`config.mk`:
```
export PLATFORM = sky130hd
export DESIGN_NAME = pdm_cic_decimator
export DESIGN_NICKNAME = d
export VERILOG_FILES = /design/src/rtl/pdm_cic_decimator.sv
export SDC_FILE = /design/constraint.sdc
export NUM_CORES = 1
export LEC_CHECK = 0
export CELL_PAD_IN_SITES_DETAIL_PLACEMENT = 1
export CELL_PAD_IN_SITES_GLOBAL_PLACEMENT = 1
export CORE_AREA = 8 8 169 139
export DETAILED_ROUTE_END_ITERATION = 10
export DIE_AREA = 0 0 177 147
export GPL_ROUTABILITY_DRIVEN = 1
export PLACE_DENSITY = 0.7
export SLEW_MARGIN = 20
export SYNTH_ARGS = -nofsm -noshare
export SYNTH_HDL_FRONTEND = slang
export SYNTH_SLANG_ARGS = --single-unit
```
`constraint.sdc`:
```
create_clock -name clk -period 9.3 [get_ports clk]
set_clock_uncertainty 0.05 [all_clocks]
set_input_delay 2.79 -clock clk [delete_from_list [all_inputs] [get_ports clk]]
set_output_delay 2.79 -clock clk [all_outputs]
set_load 0.05 [all_outputs]
```
`src/rtl/pdm_cic_decimator.sv`:
```
// PDM microphone front end: clock generator, bit synchronizer and a 3rd-order CIC decimator.
// Latency: sample_out updates 2 cycles after the decimation tick. The first 3 outputs after reset are suppressed.
// No backpressure: sample_valid is a level strobe CLK_DIV/2 cycles wide, and the consumer detects its rising edge.
module pdm_cic_decimator #(
  parameter int CLK_DIV   = 32,  // system clocks per pdm_clk period, even and >= 4
  parameter int DECIM     = 16,  // CIC decimation ratio: 2, 4, 8 or 16
  parameter int OUT_WIDTH = 16
) (
  input  logic                        clk,
  input  logic                        rst,
  input  logic                        pdm_data,
  output logic                        pdm_clk,
  output logic signed [OUT_WIDTH-1:0] sample_out,
  output logic                        sample_valid
);

  localparam int DIV_W = $clog2(CLK_DIV);
  localparam int LOG2D = $clog2(DECIM);
  localparam int ACC_W = 3 * LOG2D + 2;
  localparam int STR_W = $clog2(CLK_DIV / 2);

  localparam logic [DIV_W-1:0] DIV_LAST = DIV_W'(CLK_DIV - 1);
  localparam logic [DIV_W-1:0] DIV_HALF = DIV_W'(CLK_DIV / 2);
  localparam logic [LOG2D-1:0] DEC_LAST = LOG2D'(DECIM - 1);
  localparam logic [STR_W-1:0] STR_LAST = STR_W'(CLK_DIV / 2 - 1);

  logic [DIV_W-1:0] div_cnt;
  logic [DIV_W-1:0] div_nxt;
  logic             sync_1;
  logic             sync_2;
  logic             tick;
  logic             dec_tick;
  logic [LOG2D-1:0] dec_cnt;

  // Integrator state and next values. All of it wraps modulo 2^ACC_W.
  logic [ACC_W-1:0] x;
  logic [ACC_W-1:0] i1, i2, i3;
  logic [ACC_W-1:0] i1_n, i2_n, i3_n;

  // Comb delay registers and combinational comb chain
  logic [ACC_W-1:0] d1, d2, d3;
  logic [ACC_W-1:0] c1, c2, c3;
  logic [ACC_W-1:0] comb_out;
  logic             out_en;

  logic [1:0]           warm_cnt;
  logic [STR_W-1:0]     str_cnt;
  logic [OUT_WIDTH-1:0] scaled;

  // Divider wrap, bit tick and decimation tick decode
  always_comb begin
    tick     = (div_cnt == DIV_LAST);
    div_nxt  = tick ? '0 : div_cnt + 1'b1;
    dec_tick = tick && (dec_cnt == DEC_LAST);
  end

  // Map the bit to +1/-1 and evaluate the integrator cascade and combs for this tick
  always_comb begin
    x    = sync_2 ? ACC_W'(1) : {ACC_W{1'b1}};
    i1_n = i1 + x;
    i2_n = i2 + i1_n;
    i3_n = i3 + i2_n;
    c1   = i3_n - d1;
    c2   = c1 - d2;
    c3   = c2 - d3;
  end

  // Align the comb result to the output width: left shift, or keep the MSBs when narrower
  generate
    if (OUT_WIDTH > ACC_W) begin : g_widen
      assign scaled = {comb_out, {(OUT_WIDTH - ACC_W){1'b0}}};
    end else if (OUT_WIDTH == ACC_W) begin : g_same
      assign scaled = comb_out;
    end else begin : g_narrow
      assign scaled = comb_out[ACC_W-1 -: OUT_WIDTH];
    end
  endgenerate

  // Free-running divider. pdm_clk is registered from the next count, so it tracks div_cnt exactly.
  always_ff @(posedge clk) begin
    if (rst) begin
      div_cnt <= '0;
      pdm_clk <= 1'b0;
    end else begin
      div_cnt <= div_nxt;
      pdm_clk <= (div_nxt >= DIV_HALF);
    end
  end

  // Two-flop synchronizer for the asynchronous microphone data
  always_ff @(posedge clk) begin
    if (rst) begin
      sync_1 <= 1'b0;
      sync_2 <= 1'b0;
    end else begin
      sync_1 <= pdm_data;
      sync_2 <= sync_1;
    end
  end

  // Integrators and decimation counter advance once per bit tick
  always_ff @(posedge clk) begin
    if (rst) begin
      i1      <= '0;
      i2      <= '0;
      i3      <= '0;
      dec_cnt <= '0;
    end else if (tick) begin
      i1      <= i1_n;
      i2      <= i2_n;
      i3      <= i3_n;
      dec_cnt <= (dec_cnt == DEC_LAST) ? '0 : dec_cnt + 1'b1;
    end
  end

  // Combs run on the decimation tick, using the integrator value that includes this tick's bit
  always_ff @(posedge clk) begin
    if (rst) begin
      d1       <= '0;
      d2       <= '0;
      d3       <= '0;
      comb_out <= '0;
      out_en   <= 1'b0;
    end else begin
      out_en <= dec_tick;
      if (dec_tick) begin
        d1       <= i3_n;
        d2       <= c1;
        d3       <= c2;
        comb_out <= c3;
      end
    end
  end

  // Output stage: drop the warm-up outputs, then publish each sample with a CLK_DIV/2-cycle strobe
  always_ff @(posedge clk) begin
    if (rst) begin
      warm_cnt     <= '0;
      str_cnt      <= '0;
      sample_out   <= '0;
      sample_valid <= 1'b0;
    end else if (out_en) begin
      if (warm_cnt != 2'd3) begin
        warm_cnt <= warm_cnt + 2'd1;
      end else begin
        sample_out   <= scaled;
        sample_valid <= 1'b1;
        str_cnt      <= STR_LAST;
      end
    end else if (str_cnt != '0) begin
      str_cnt <= str_cnt - 1'b1;
    end else begin
      sample_valid <= 1'b0;
    end
  end

endmodule
```
After elaboration in Yosys (flattened, before gate mapping):

Cells that the tools add are included.

* bits in registers: 132
* latch bits: 0
* RAM bits: 0
* ROM bits: 0
* input port bits: 3
* output and inout bits: 18
* memories: 0

* $add $sub $neg: 10
* multiply operators: 0
* div/mod/pow operators: 0
* $lt $le $gt $ge: 1
* eq/ne operators: 5
* shift operators: 0
* muxes and demuxes: 9
* bitwise gates (word level): 1
* reductions and logical operators: 7

Operators with widths (count)
* adder 14 bit: 3
* subtractor 14 bit: 3
* two-way mux 4 bit: 4
* two-way mux 14 bit: 1
* AND reduction 2 bit: 4
* inequality test 2 bit, second input constant: 3
* adder 5 x 1 -> 5 bit, second input constant: 1
* == test 5 bit, second input constant: 1
* >= comparator 5 bit, second input constant: 1
* two-way mux 5 bit: 1
* adder 4 x 1 -> 4 bit, second input constant: 1
* == test 4 bit, second input constant: 1
* nonzero test 4 bit: 1
* subtractor 4 x 1 -> 4 bit, second input constant: 1
* two-way mux 1 bit: 3
* adder 2 x 1 -> 2 bit, second input constant: 1
* nonzero test 2 bit: 1
* logical AND 1 bit: 1
* NOT 1 bit: 1

Depth between registers and ports, before layout:

Gate-level depths: netlist of the first run.

* word-level depth: 7
* mapped depth: 38
* gate-level depth less buffers: 38

Worst setup path after synthesis of the first run:

Ideal clock, no wire load.

* path type: reg-to-reg
* start point: register sync_2
* end point: register comb_out[13]
* arrival time: 6.781 ns
* data required time: 9.131 ns
* slack: 2.350 ns
* cell stages (with the launch flop): 35
* path buffers: 0
* cell sequence: dfxtp_1 -> inv_1 -> fa_1 -> a21o_1 -> a21oi_1 -> xnor2_1 -> ha_1 -> a21boi_0 -> o21a_1 -> o21ai_0 -> nand2_1 -> a21oi_1 -> xnor2_1 -> ha_1 -> and4_1 -> nor2b_1 -> a31oi_1 -> nor2b_1 -> xnor2_1 -> ha_1 -> and3_1 -> a211oi_1 -> xnor2_1 -> ha_1 -> nand2b_1 -> nand3_1 -> nor2_1 -> xnor2_1 -> ha_1 -> and3_1 -> a211o_1 -> a21oi_1 -> xnor2_1 -> xnor2_1 -> o21ai_1

* cells in the longest elaborated chain, start to end: 7

RTL lines
* start, declared: line 30 `logic sync_2;`
* start signal, assigned: line 97 `sync_2 <= sync_1;`
* two-way mux 14 bit: line 59 `x = sync_2 ? ACC_W'(1) : {ACC_W{1'b1}};`
* adder 14 bit: line 60 `i1_n = i1 + x;`
* net i1_n[4]: line 38 `logic [ACC_W-1:0] i1_n, i2_n, i3_n;`
* adder 14 bit: line 61 `i2_n = i2 + i1_n;`
* net i2_n[8]: line 38
* adder 14 bit: line 62 `i3_n = i3 + i2_n;`
* net i3_n[9]: line 38
* subtractor 14 bit: line 63 `c1 = i3_n - d1;`
* net c1[10]: line 42 `logic [ACC_W-1:0] c1, c2, c3;`
* subtractor 14 bit: line 64 `c2 = c1 - d2;`
* net c2[11]: line 42
* subtractor 14 bit: line 65 `c3 = c2 - d3;`
* end signal, assigned: line 122 `comb_out <= '0;`
* end signal, assigned: line 130 `comb_out <= c3;`
* end, declared: line 43 `logic [ACC_W-1:0] comb_out;`

The timed path passes the listed nets, and every way through them passes these cells.
A chain may end at the register's enable or synchronous reset.

Final worst setup path of the first run:

Same ends and word-level chain as after synthesis.

==> reports/results.ini, run 1 <==
[run_status]
status=complete, no violations

[cells_and_area]
fin_util_pct=43.8
layout_commonest_cell=nand2_1
drive_above_1_share_pct=4.48
nets=1106
num_antenna_cells=0
syn_to_final_growth_pct=12.5
final_cell_mix=nand2_1 (139), dfxtp_1 (131), nor2_1 (109), a21oi_1 (98), ha_1 (82)
fillers=2535

[global_route]
grt_pass1_vias=6659
grt_antenna_before_repair=0
grt_pass1_wl_mm=32.5
grt_usage_pct=15.0
grt_max_degree=82
grt_overflow=0

[cts]
path_clk_slew_ps=60
numCtsBuffers=17
cts_tree=done
insertion_delay_ps=430
cts_buffer_depth=2
cts_setup_buffers=0
cts-resized-gates=0
cts_htree_levels=4
ctsHoldBuffers=0
cts_sinks=131
cts_root_buf=clkbuf_16

[pwr]
power_density_mw_per_mm2=157
clock_power_share_pct=46.7
seqPwrFrac_pct=39.9
power.share.combinational_pct=13.5
intPower_mw=1.06
peakVddDrop_mv=0.100
leakage_nw=3.48
netSwitchingFraction_pct=26.9
p_sw_mw=0.389
power_mw=1.44

[routing]
wl_mm=19.1
detail-route-antenna-nets=0
drt_iter0_markers=225
drc=0
dr.pass1.iters=6
viasPerCell=5.13
vias=6668
routedWlPerCell_microns=14.7

[sta]
post-route-period-util_pct=87.0
whs_ps=402
max-slew-margin-rel_pct=38.1
rsz0062_at_grt=no
period_needed_ps=8090
tns_ps=0
worst_pin_slew_ps=928
clock.fmax_ghz=0.124
setup_viol=0
maxSlewViolCount=0
fin_ws_ps=1210
hold_viol=0

[synth]
synth-xor-area-share_pct=7.99
ys_ff_latch=131
synth_edf_count=0
ys_types=51
yosys.area_share.simple_pct=18.2
synthMuxAreaShare_pct=4.91
avgSynthCellArea_sq_um=8.11
yosys_warnings=0
synth_top_family_by_area=simple AND/OR/NAND/NOR gates
seq_area_frac_synth_pct=32.2
synth-adder-area-share_pct=14.2
synth_area_sq_mm=0.00815
synth_cells=1005
synth_compound_area_share_pct=17.4
synthFlopType=dfxtp_1
synth-async-reset-ratio_pct=0

[die]
dieArea_sq_mm=0.0260
core_sq_mm=0.0210
die_h_microns=147
rows=48
die_w_microns=177
ios=21
initial_core_util_pct=38.9

[placed_design]
gp_congestion=0.752
place_ws_ps=1290
dp_hpwl_mm=13.9
io_buffers=18

[worst_setup_path]
critical_path_arrival_ps=8350
crit_fanout=17
critical_path.endpoint_type=flop
cpMaxStageDelayCell=inv_1
start_kind=flop
max_stage_delay_ps=470
crit_type=reg -> reg
required_ps=9560

[min_path]
min_path_type=reg -> reg

[run]
maxCapViolCount=0

-- power groups by stage --
stage	registers, mW	logic (mW)	clock network [mW]
finish	0.576	0.195	0.674
global route	0.577	0.220	0.715
CTS	0.576	0.197	0.692
detailed placement	0.588	0.196	0
global placement	0.587	0.190	0
floorplan	0.586	0.155	0
-- critical path, delay by kind of cell, from the launching register on --
family | cells | cell delay (ps)
DFF | 1 | 310
xor gates and xnor gates | 6 | 1040
buffers and inverters | 1 | 470
adders and majority gates | 6 | 2060
and+or+nand+nor | 11 | 1570
AOI/OAI and AO/OA | 11 | 2480
-- sequential cells by signal, indices dropped and copies added, names as in the netlist, 2 cells and up --
register	count
i1	14
warm_cnt	2
i2	14
d3	14
dec_cnt	4
d2	14
str_cnt	4
comb_out	14
div_cnt	4
d1	14
i3	14
sample_out	14
-- logic make-up after synthesis --
group           after synthesis
simple gates                340
compound gates              225
flops                       131
buf+inv                     108
fa+ha+maj                    89
xor+xnor                     71
mux                          40
other cells                   1
-- synthesized netlist by cell type (2+ instances only) --
cell / number / area (sq um)
nand3b_1: 2 / 15.0
a21boi_0: 9 / 67.6
a31oi_1: 4 / 25.0
xor2_1: 16 / 140
nor2b_1: 18 / 113
ha_1: 83 / 1040
nand2_1: 139 / 522
clkbuf_1: 23 / 86.3
a221oi_1: 2 / 17.5
o211ai_1: 2 / 15.0
a41o_1: 2 / 20.0
xnor2_1: 53 / 464
nand4_1: 4 / 25.0
o41ai_1: 4 / 35.0
mux2i_1: 40 / 400
a22o_1: 6 / 52.6
o21bai_1: 4 / 30.0
o211a_1: 3 / 30.0
dfxtp_1: 131 / 2620
nand3_1: 15 / 75.1
or2_2: 3 / 18.8
and4_1: 4 / 35.0
a211oi_1: 21 / 158
nor2_1: 110 / 413
buf_1: 9 / 33.8
o2111ai_1: 2 / 17.5
buf_4: 2 / 15.0
o21ai_0: 35 / 175
a21o_1: 12 / 90.1
a21oi_1: 98 / 490
and2_1: 2 / 12.5
or3_1: 5 / 31.3
fa_1: 6 / 120
and3_1: 5 / 31.3
o21a_1: 8 / 60.1
nand2b_1: 10 / 62.6
o31ai_1: 3 / 22.5
nor3_1: 22 / 110
o311ai_0: 2 / 17.5
inv_1: 73 / 274
a211o_1: 3 / 26.3
-- through the flow --
stage | instances | area, sq um
6_report | 1301 | 9170
5_1_grt | 1301 | 9170
4_1_cts | 1301 | 9170
3_5_place_dp | 1270 | 8590
3_3_place_gp | 1270 | 8590
2_1_floorplan | 1006 | 8150
-- layout make-up --
cell class | count | area [sq um] | area share, %
Timing Repair Buffer | 23 | 215 | 2.35
Tap cell | 275 | 344 | 3.75
Clock inverter | 12 | 131 | 1.43
Inverter | 74 | 278 | 3.03
Sequential cell | 131 | 2620 | 28.6
Multi-Input combinational cell | 767 | 5130 | 55.9
Clock buffer | 19 | 453 | 4.94
-- per-layer routing --
layer  track usage [%]  share of wire, %
met1              21.0                53
met2              22.9                43
met3              2.33               2.6
met4              5.29               1.4
met5                 0                 0
-- path summary, 6_finish.rpt --
check                 end  depth (start not counted)   start  slack (ps)
min reg2reg         d2[2]                          2   d2[2]         400
max          comb_out[13]                         35  sync_2        1210
max reg2reg  comb_out[13]                         35  sync_2        1210
min                 d2[2]                          2   d2[2]         400
No activity file was read; power rests on OpenSTA's default activity.
==> run 2, diff against run 1 <==
--- a/config.mk
+++ b/config.mk
@@ -12,6 +12,7 @@
 export DIE_AREA = 0 0 177 147
 export GPL_ROUTABILITY_DRIVEN = 1
 export PLACE_DENSITY = 0.7
+export SKIP_LAST_GASP = 1
 export SLEW_MARGIN = 20
 export SYNTH_ARGS = -nofsm -noshare
 export SYNTH_HDL_FRONTEND = slang
==> constraint.sdc (replaced) <==
create_clock -name clk -period 9 [get_ports clk]
set_clock_uncertainty 0.05 [all_clocks]
set_input_delay 2.7 -clock clk [delete_from_list [all_inputs] [get_ports clk]]
set_output_delay 2.7 -clock clk [all_outputs]
set_load 0.05 [all_outputs]
==> reports/results.ini, run 2 (synthesis results as in run 1) <==
[routing]
detail-route-antenna-nets=0  ; unchanged
viasPerCell=5.08  ; -0.90%
dr.pass1.iters=4  ; -2
vias=6608  ; -0.90%
drt_iter0_markers=275  ; +22%
routedWlPerCell_microns=14.6  ; -0.46%
wl_mm=19.0  ; -0.46%
drc=0  ; unchanged

[worst_setup_path]
critical_path_arrival_ps=8180  ; -170 ps
max_stage_delay_ps=480  ; about the same
start_kind=flop
crit_family=compound AO/OA/AOI/OAI gates
required_ps=9250  ; -310 ps
critPathBufInv=1  ; unchanged
crit_fanout=17  ; unchanged
cpMaxStageDelayCell=inv_1
crit_type=reg -> reg
critical_path.endpoint_type=flop

[sta]
max-slew-margin-rel_pct=37.6  ; -0.59 points
worst_pin_slew_ps=937  ; +8.81 ps
setup_viol=0  ; unchanged
rsz0062_at_grt=no
hold_viol=0  ; unchanged
fin_ws_ps=1080  ; -133 ps
period_needed_ps=7920  ; -167 ps
post-route-period-util_pct=88.0  ; +1.0 points
clock.fmax_ghz=0.126  ; +2.1%
tns_ps=0  ; unchanged
maxSlewViolCount=0  ; unchanged

[global_route]
grt_usage_pct=14.9  ; -0.13 points
grt_pass1_wl_mm=32.2  ; -0.98%
grt_antenna_before_repair=0  ; unchanged
grt_pass1_vias=6513  ; -2.2%
grt_overflow=0  ; unchanged
grt_max_degree=82  ; unchanged

[pwr]
leakage_nw=3.47  ; -0.50%
peakVddDrop_mv=0.111  ; +11%
power.share.combinational_pct=13.5  ; about the same
power_density_mw_per_mm2=161  ; +2.5%
intPower_mw=1.07  ; +1.8%
clock_power_share_pct=46.3  ; -0.4 points
p_sw_mw=0.403  ; +3.6%
seqPwrFrac_pct=40.3  ; +0.4 points
netSwitchingFraction_pct=27.3  ; +0.34 points

[die]
dieArea_sq_mm=0.0260  ; unchanged
ios=21  ; unchanged
core_sq_mm=0.0210  ; unchanged
rows=48  ; unchanged
initial_core_util_pct=38.9  ; unchanged
die_h_microns=147  ; unchanged
die_w_microns=177  ; unchanged

[placed_design]
gp_congestion=0.753  ; +0.16%
dp_hpwl_mm=13.8  ; -0.56%
place_ws_ps=1060  ; -230 ps
io_buffers=18  ; unchanged
placed_area_sq_mm=0.00859  ; unchanged

[cts]
numCtsBuffers=17  ; unchanged
cts_buffer_depth=2  ; unchanged
cts_setup_buffers=0  ; unchanged
insertion_delay_ps=420  ; about the same
path_clk_slew_ps=60  ; about the same
cts_tree=done
ctsHoldBuffers=0  ; unchanged
cts_root_buf=clkbuf_16
cts-resized-gates=0  ; unchanged
cts_sinks=131  ; unchanged
cts_htree_levels=4  ; unchanged

[cells_and_area]
fin_area_sq_mm=0.00915  ; -0.19%
drive_above_1_share_pct=4.39  ; -0.097 points
nets=1106  ; unchanged
fillers=2506  ; -1.1%
syn_to_final_growth_pct=12.3
final_cell_mix=nand2_1 (139), dfxtp_1 (131), nor2_1 (109), a21oi_1 (98), ha_1 (82)
num_antenna_cells=0  ; unchanged
layout_commonest_cell=nand2_1

[min_path]
min_path_type=reg -> reg

[run]
maxCapViolCount=0  ; unchanged

[run_status]
status=complete, no violations

-- run 2: cell count changes in the layout (fill, tap and decap cells not counted), sizes merged --
| cell | before | now |
|---|---|---|
| inv | 75 | 74 |
| clkinvlp | 4 | 6 |
| clkbuf | 19 | 18 |
-- run 2: through the flow --
step,hold WS (ps),instances,util (%),power [mW]
after floorplan,364,1006,-,0.766
after global placement,390,1270,41.0,0.803
after detailed placement,397,1270,41.0,0.807
after CTS,406,1301,43.7,1.50
after global routing,415,1301,43.7,1.55
final,404,1301,43.7,1.48
-- run 2: worst register-to-register path: cells and delay by family (launching register included) --
family,cells,cell delay [ps]
buffers and inverters,1,480
and+or+nand+nor,11,1620
DFF,1,310
AOI/OAI and AO/OA,11,2360
adders and majority gates,6,1970
xor gates and xnor gates,6,1010
-- run 2: path summary, 6_finish.rpt --
path          start            to  slack (ps)  depth (start not counted)
max          sync_2  comb_out[13]        1080                         35
min           d3[2]         d3[2]         400                          2
max reg2reg  sync_2  comb_out[13]        1080                         35
min reg2reg   d3[2]         d3[2]         400                          2
-- run 2: power groups by stage --
stage               clock network, mW  registers [mW]  logic (mW)
floorplan                           0           0.606       0.160
global placement                    0           0.607       0.196
detailed placement                  0           0.607       0.200
CTS                             0.705           0.595       0.201
global route                    0.727           0.596       0.226
finish                          0.683           0.595       0.199
-- run 2: area by class of cell --
type / count / area (sq um) / area share, %
inverters: 74 / 278 / 3.03
multi-input cells: 767 / 5130 / 56.0
clock buffers: 18 / 429 / 4.69
well taps: 275 / 344 / 3.76
clock inverters: 13 / 138 / 1.50
repair buffers: 23 / 215 / 2.35
flip-flops and latches: 131 / 2620 / 28.7
-- run 2: routing by layer --
layer | vias to the layer above | global-route usage [%] | wire length [microns]
li1 | 3458 | - | -
met5 | - | 0 | 0
met4 | 0 | 3.82 | 143
met3 | 10 | 2.87 | 394
met1 | 3101 | 21.5 | 10400
met2 | 39 | 22.1 | 8080
==> run 3, diff against run 2 <==
--- a/config.mk
+++ b/config.mk
@@ -11,6 +11,7 @@
 export DETAILED_ROUTE_END_ITERATION = 10
 export DIE_AREA = 0 0 177 147
 export GPL_ROUTABILITY_DRIVEN = 1
+export GPL_TIMING_DRIVEN = 0
 export PLACE_DENSITY = 0.7
 export SKIP_LAST_GASP = 1
 export SLEW_MARGIN = 20
==> reports/results.ini, run 3 (synthesis results as in run 1) <==
[routing]
dr.pass1.iters=5  ; +1
drt_iter0_markers=242  ; -12%
routedWlPerCell_microns=15.4  ; +5.3%
vias=6765  ; +2.4%
viasPerCell=5.08  ; about the same
detail-route-antenna-nets=0  ; unchanged
drc=0  ; unchanged
wl_mm=20.5  ; +7.8%

[cts]
cts_buffer_depth=2  ; unchanged
cts_htree_levels=4  ; unchanged
path_clk_slew_ps=70  ; about the same
cts_root_buf=clkbuf_16
cts_setup_buffers=0  ; unchanged
ctsHoldBuffers=0  ; unchanged
cts_sinks=131  ; unchanged
cts-resized-gates=0  ; unchanged
cts_tree=done
numCtsBuffers=17  ; unchanged
insertion_delay_ps=430  ; about the same

[worst_setup_path]
r2r_end=comb_out[13]
worst_r2r_path_depth=35  ; unchanged
regToRegSetupSlack_ps=780  ; -300 ps
critical_path_arrival_ps=8480  ; +300 ps
cpMaxStageDelayCell=inv_1
reg2reg_from=sync_2
start_kind=flop
crit_fanout=17  ; unchanged
critical_path.endpoint_type=flop
required_ps=9260  ; about the same
max_stage_delay_ps=510  ; +30 ps
crit_type=reg -> reg

[pwr]
peakVddDrop_mv=0.0955  ; -14%
leakage_nw=3.51  ; +1.2%
power_mw=1.49  ; +0.79%
power_density_mw_per_mm2=161  ; -0.35%

[sta]
post-route-period-util_pct=91.3  ; +3.3 points
period_needed_ps=8220  ; +296 ps
worst_pin_slew_ps=855  ; -81.4 ps
clock.fmax_ghz=0.122  ; -3.6%
rsz0062_at_grt=no
tns_ps=0  ; unchanged
max-slew-margin-rel_pct=43.0  ; +5.4 points
maxSlewViolCount=0  ; unchanged
hold_viol=0  ; unchanged
setup_viol=0  ; unchanged

[cells_and_area]
final_cell_mix=nand2_1 (139), dfxtp_1 (131), nor2_1 (110), a21oi_1 (98), ha_1 (83)
num_antenna_cells=0  ; unchanged
layout_commonest_cell=nand2_1
nets=1135  ; +2.6%
fin_util_pct=44.2  ; +0.50 points
syn_to_final_growth_pct=13.6
drive_above_1_share_pct=3.88  ; -0.50 points

[global_route]
grt_overflow=0  ; unchanged
grt_antenna_before_repair=0  ; unchanged
grt_pass1_wl_mm=34.3  ; +6.6%
grt_pass1_vias=6870  ; +5.5%
grt_usage_pct=16.2  ; +1.3 points
grt_max_degree=18  ; -78%

[min_path]
min_path_type=reg -> reg
min_to=sync_2
hp-start=sync_1
hold_depth=1  ; -1

[die]
core_sq_mm=0.0210  ; unchanged
ios=21  ; unchanged
rows=48  ; unchanged
die_w_microns=177  ; unchanged
initial_core_util_pct=38.9  ; unchanged
dieArea_sq_mm=0.0260  ; unchanged
die_h_microns=147  ; unchanged

[placed_design]
gp_congestion=0.759  ; +0.85%
dp_hpwl_mm=15.9  ; +15%
io_buffers=18  ; unchanged

[run]
maxCapViolCount=0  ; unchanged

[run_status]
status=complete, no violations

## run 3: cell count changes in the layout (fill, tap and decap cells not counted), sizes merged
cell | before | now
clkbuf | 18 | 41
buf | 6 | 11
inv | 74 | 79
clkinvlp | 6 | 3
bufinv | 2 | 1
clkdlybuf4s50 | 17 | 18
## run 3: power breakdown
| part | switching, mW | internal, mW |
|---|---|---|
| logic | 0.123 | 0.0820 |
| registers | 0.00571 | 0.588 |
| clock network | 0.295 | 0.395 |
| total | 0.424 | 1.07 |
## run 3: metrics by stage
stage                     cells  setup WS [ps]  hold WS, ps  cell area (sq um)
final                      1331            780          394               9260
after global routing       1331           2.95          413               9260
after CTS                  1331            717          398               9260
after detailed placement   1299            812          389               8680
after global placement     1299            909          369               8680
after floorplan            1006           2050          364               8150
## run 3: worst max-delay path by stage
stage	start	endpoint	slack [ps]	depth (start not counted)
after global placement	sync_2	comb_out[13]	910	35
after detailed placement	sync_2	comb_out[13]	810	35
final	sync_2	comb_out[13]	780	35
after floorplan	sync_2	comb_out[13]	2050	34
after CTS	sync_2	comb_out[13]	720	35
after global routing	sync_2	comb_out[13]	3	36
## run 3: worst max-delay path, delay by kind of cell (launching register included)
kind,cells,cell delay (ps)
buffers and inverters,1,510
adder cells (fa/ha/maj),6,1990
flip-flops,1,320
AO/OA/AOI/OAI,11,2570
XOR/XNOR,6,1010
AND/OR/NAND/NOR,11,1640
## run 3: layout make-up
class | instances | area (sq um)
Fill cell | 2580 | 11700
Multi-Input combinational cell | 767 | 5120
Sequential cell | 131 | 2620
Clock buffer | 18 | 439
Tap cell | 275 | 344
Inverter | 74 | 278
Timing Repair Buffer | 18 | 180
Clock inverter | 14 | 143
Buffer | 34 | 135
## run 3: per-layer routing
layer  vias to the layer above  track usage [%]  wire [microns]  part of all wire [%]
met5                         -                0               0                     0
met4                         0             4.32             195                  0.95
met3                        14             2.92             504                   2.5
met2                        44             25.4            8910                    43
met1                      3183             22.2           10900                    53
li1                       3524                -               -                     -
==> RTL change, RTL diff (config.mk and constraints of run 2) <==
The parameter `OUT_WIDTH` goes from 16 to 24.
--- a/src/rtl/pdm_cic_decimator.sv
+++ b/src/rtl/pdm_cic_decimator.sv
@@ -4,7 +4,7 @@
 module pdm_cic_decimator #(
   parameter int CLK_DIV   = 32,  // system clocks per pdm_clk period, even and >= 4
   parameter int DECIM     = 16,  // CIC decimation ratio: 2, 4, 8 or 16
-  parameter int OUT_WIDTH = 16
+  parameter int OUT_WIDTH = 24
 ) (
   input  logic                        clk,
   input  logic                        rst,
Interface: changed (resized sample_out); port bits go from 21 to 29. The function was not compared with the original's and may differ.
==> RTL change against run 2 <==
Wire length about the same; fmax down 0.39%; design area up 0.74%; synthesized cell count up 0.80%; sequential cell count unchanged; setup slack worse by 0.031 ns; area after synthesis up 0.74%; critical endpoint unchanged; clock power up 5.1%; cell count up 0.69%; power up 2.8%.
==> RTL change: results (changes against run 2) <==
* Largest net degree at the start of global routing at 66 (was 82)
* CP max stage delay at around 0.49 ns
* Clock network area share at 6.55% (was 6.19%)
* Max IR drop VDD at 0.0955 mV (was 0.111 mV)
* Pint at 0.00109 W (was 0.00107 W)
* DRT iter0 DRCs at 276 (was 275)
* Sequential share of the synthesized area at 32.0% (was 32.2%)
* Worst-Margin Slew at 0.819 ns (was 0.937 ns)
* Mapped Cells at 1,013 (was 1,005)
* Dpl cell area at 0.00862 mm² (was 0.00859 mm²)
* Multiplexer share of the synthesized area at 4.88% (was 4.91%)
* First-pass GRT wire length at 32,700 µm (was 32,200 µm)
* Reg2reg path depth at 35 (unchanged)
* Final min period at 7.95 ns (was 7.92 ns)
* Fraction of area in multi-input gates at 55.9% (was 56.0%)
* Placed insts at 1,278 (was 1,270)
* Average wire per standard cell at 14.5 µm (was 14.6 µm)
* Hold slack at 0.404 ns (about the same)
* Vias per cell at 5.07 (was 5.08)
* Leak Pwr at 3.52 nW (was 3.47 nW)
* Synth Area in Compound Gates at 17.3% (was 17.4%)
* Worst min-delay path class: flip-flop to flip-flop (unchanged)
* Share of cells above drive strength 1 at 4.54% (was 4.39%)
* Outcome: complete, no violations (unchanged)
* Final #Nets at 1,114 (was 1,106)
* Synth area leaders: dfxtp_1 32%, ha_1 13%, nand2_1 6.4% (unchanged)
* Worst EP arrival at 8.22 ns (was 8.18 ns)
* Metal3 WL at 516 µm (was 394 µm)
* Final non-clock buffer share at 2.33% (was 2.35%)
* Number of global-route vias before repair at 6,719 (was 6,513)
* Fillers at 2,535 (was 2,506)
* DPL Wire Length at 13,600 µm (was 13,800 µm)
* Post-synthesis xor/xnor area fraction at 7.93% (was 7.99%)
* Tot GR Track Use at 15.1% (was 14.9%)
* Vias at 6,644 (was 6,608)
* Multi-input gates at 775 (was 767)
* Seq area share at 28.4% (was 28.7%)
* DRT met1 WL at 10,200 µm (was 10,400 µm)
==> RTL change: changes by cell type after synthesis, sizes merged <==
cell and change:
buf +8
==> RTL change: worst paths after layout <==
path,endpoint,start
hold / removal,d1[4],d1[4]
setup / recovery,comb_out[13],sync_2
setup reg to reg,comb_out[13],sync_2
hold reg to reg,d1[4],d1[4]
==> RTL change: power by group through the flow <==
| stage | Sequential, W | Clock, W | Combinational (W) |
|---|---|---|---|
| 4_1_cts | 0.000594 | 0.000738 | 0.000208 |
| 3_5_place_dp | 0.000608 | 0 | 0.000206 |
| 5_1_grt | 0.000596 | 0.000765 | 0.000232 |
| 6_report | 0.000595 | 0.000718 | 0.000206 |
| 2_1_floorplan | 0.000606 | 0 | 0.000170 |
| 3_3_place_gp | 0.000607 | 0 | 0.000203 |
==> RTL change: routing by layer <==
metal	track usage, %	up-vias
met5	0	-
met4	4.70	0
met3	2.90	17
met2	22.5	57
met1	21.4	3108
li1	-	3462
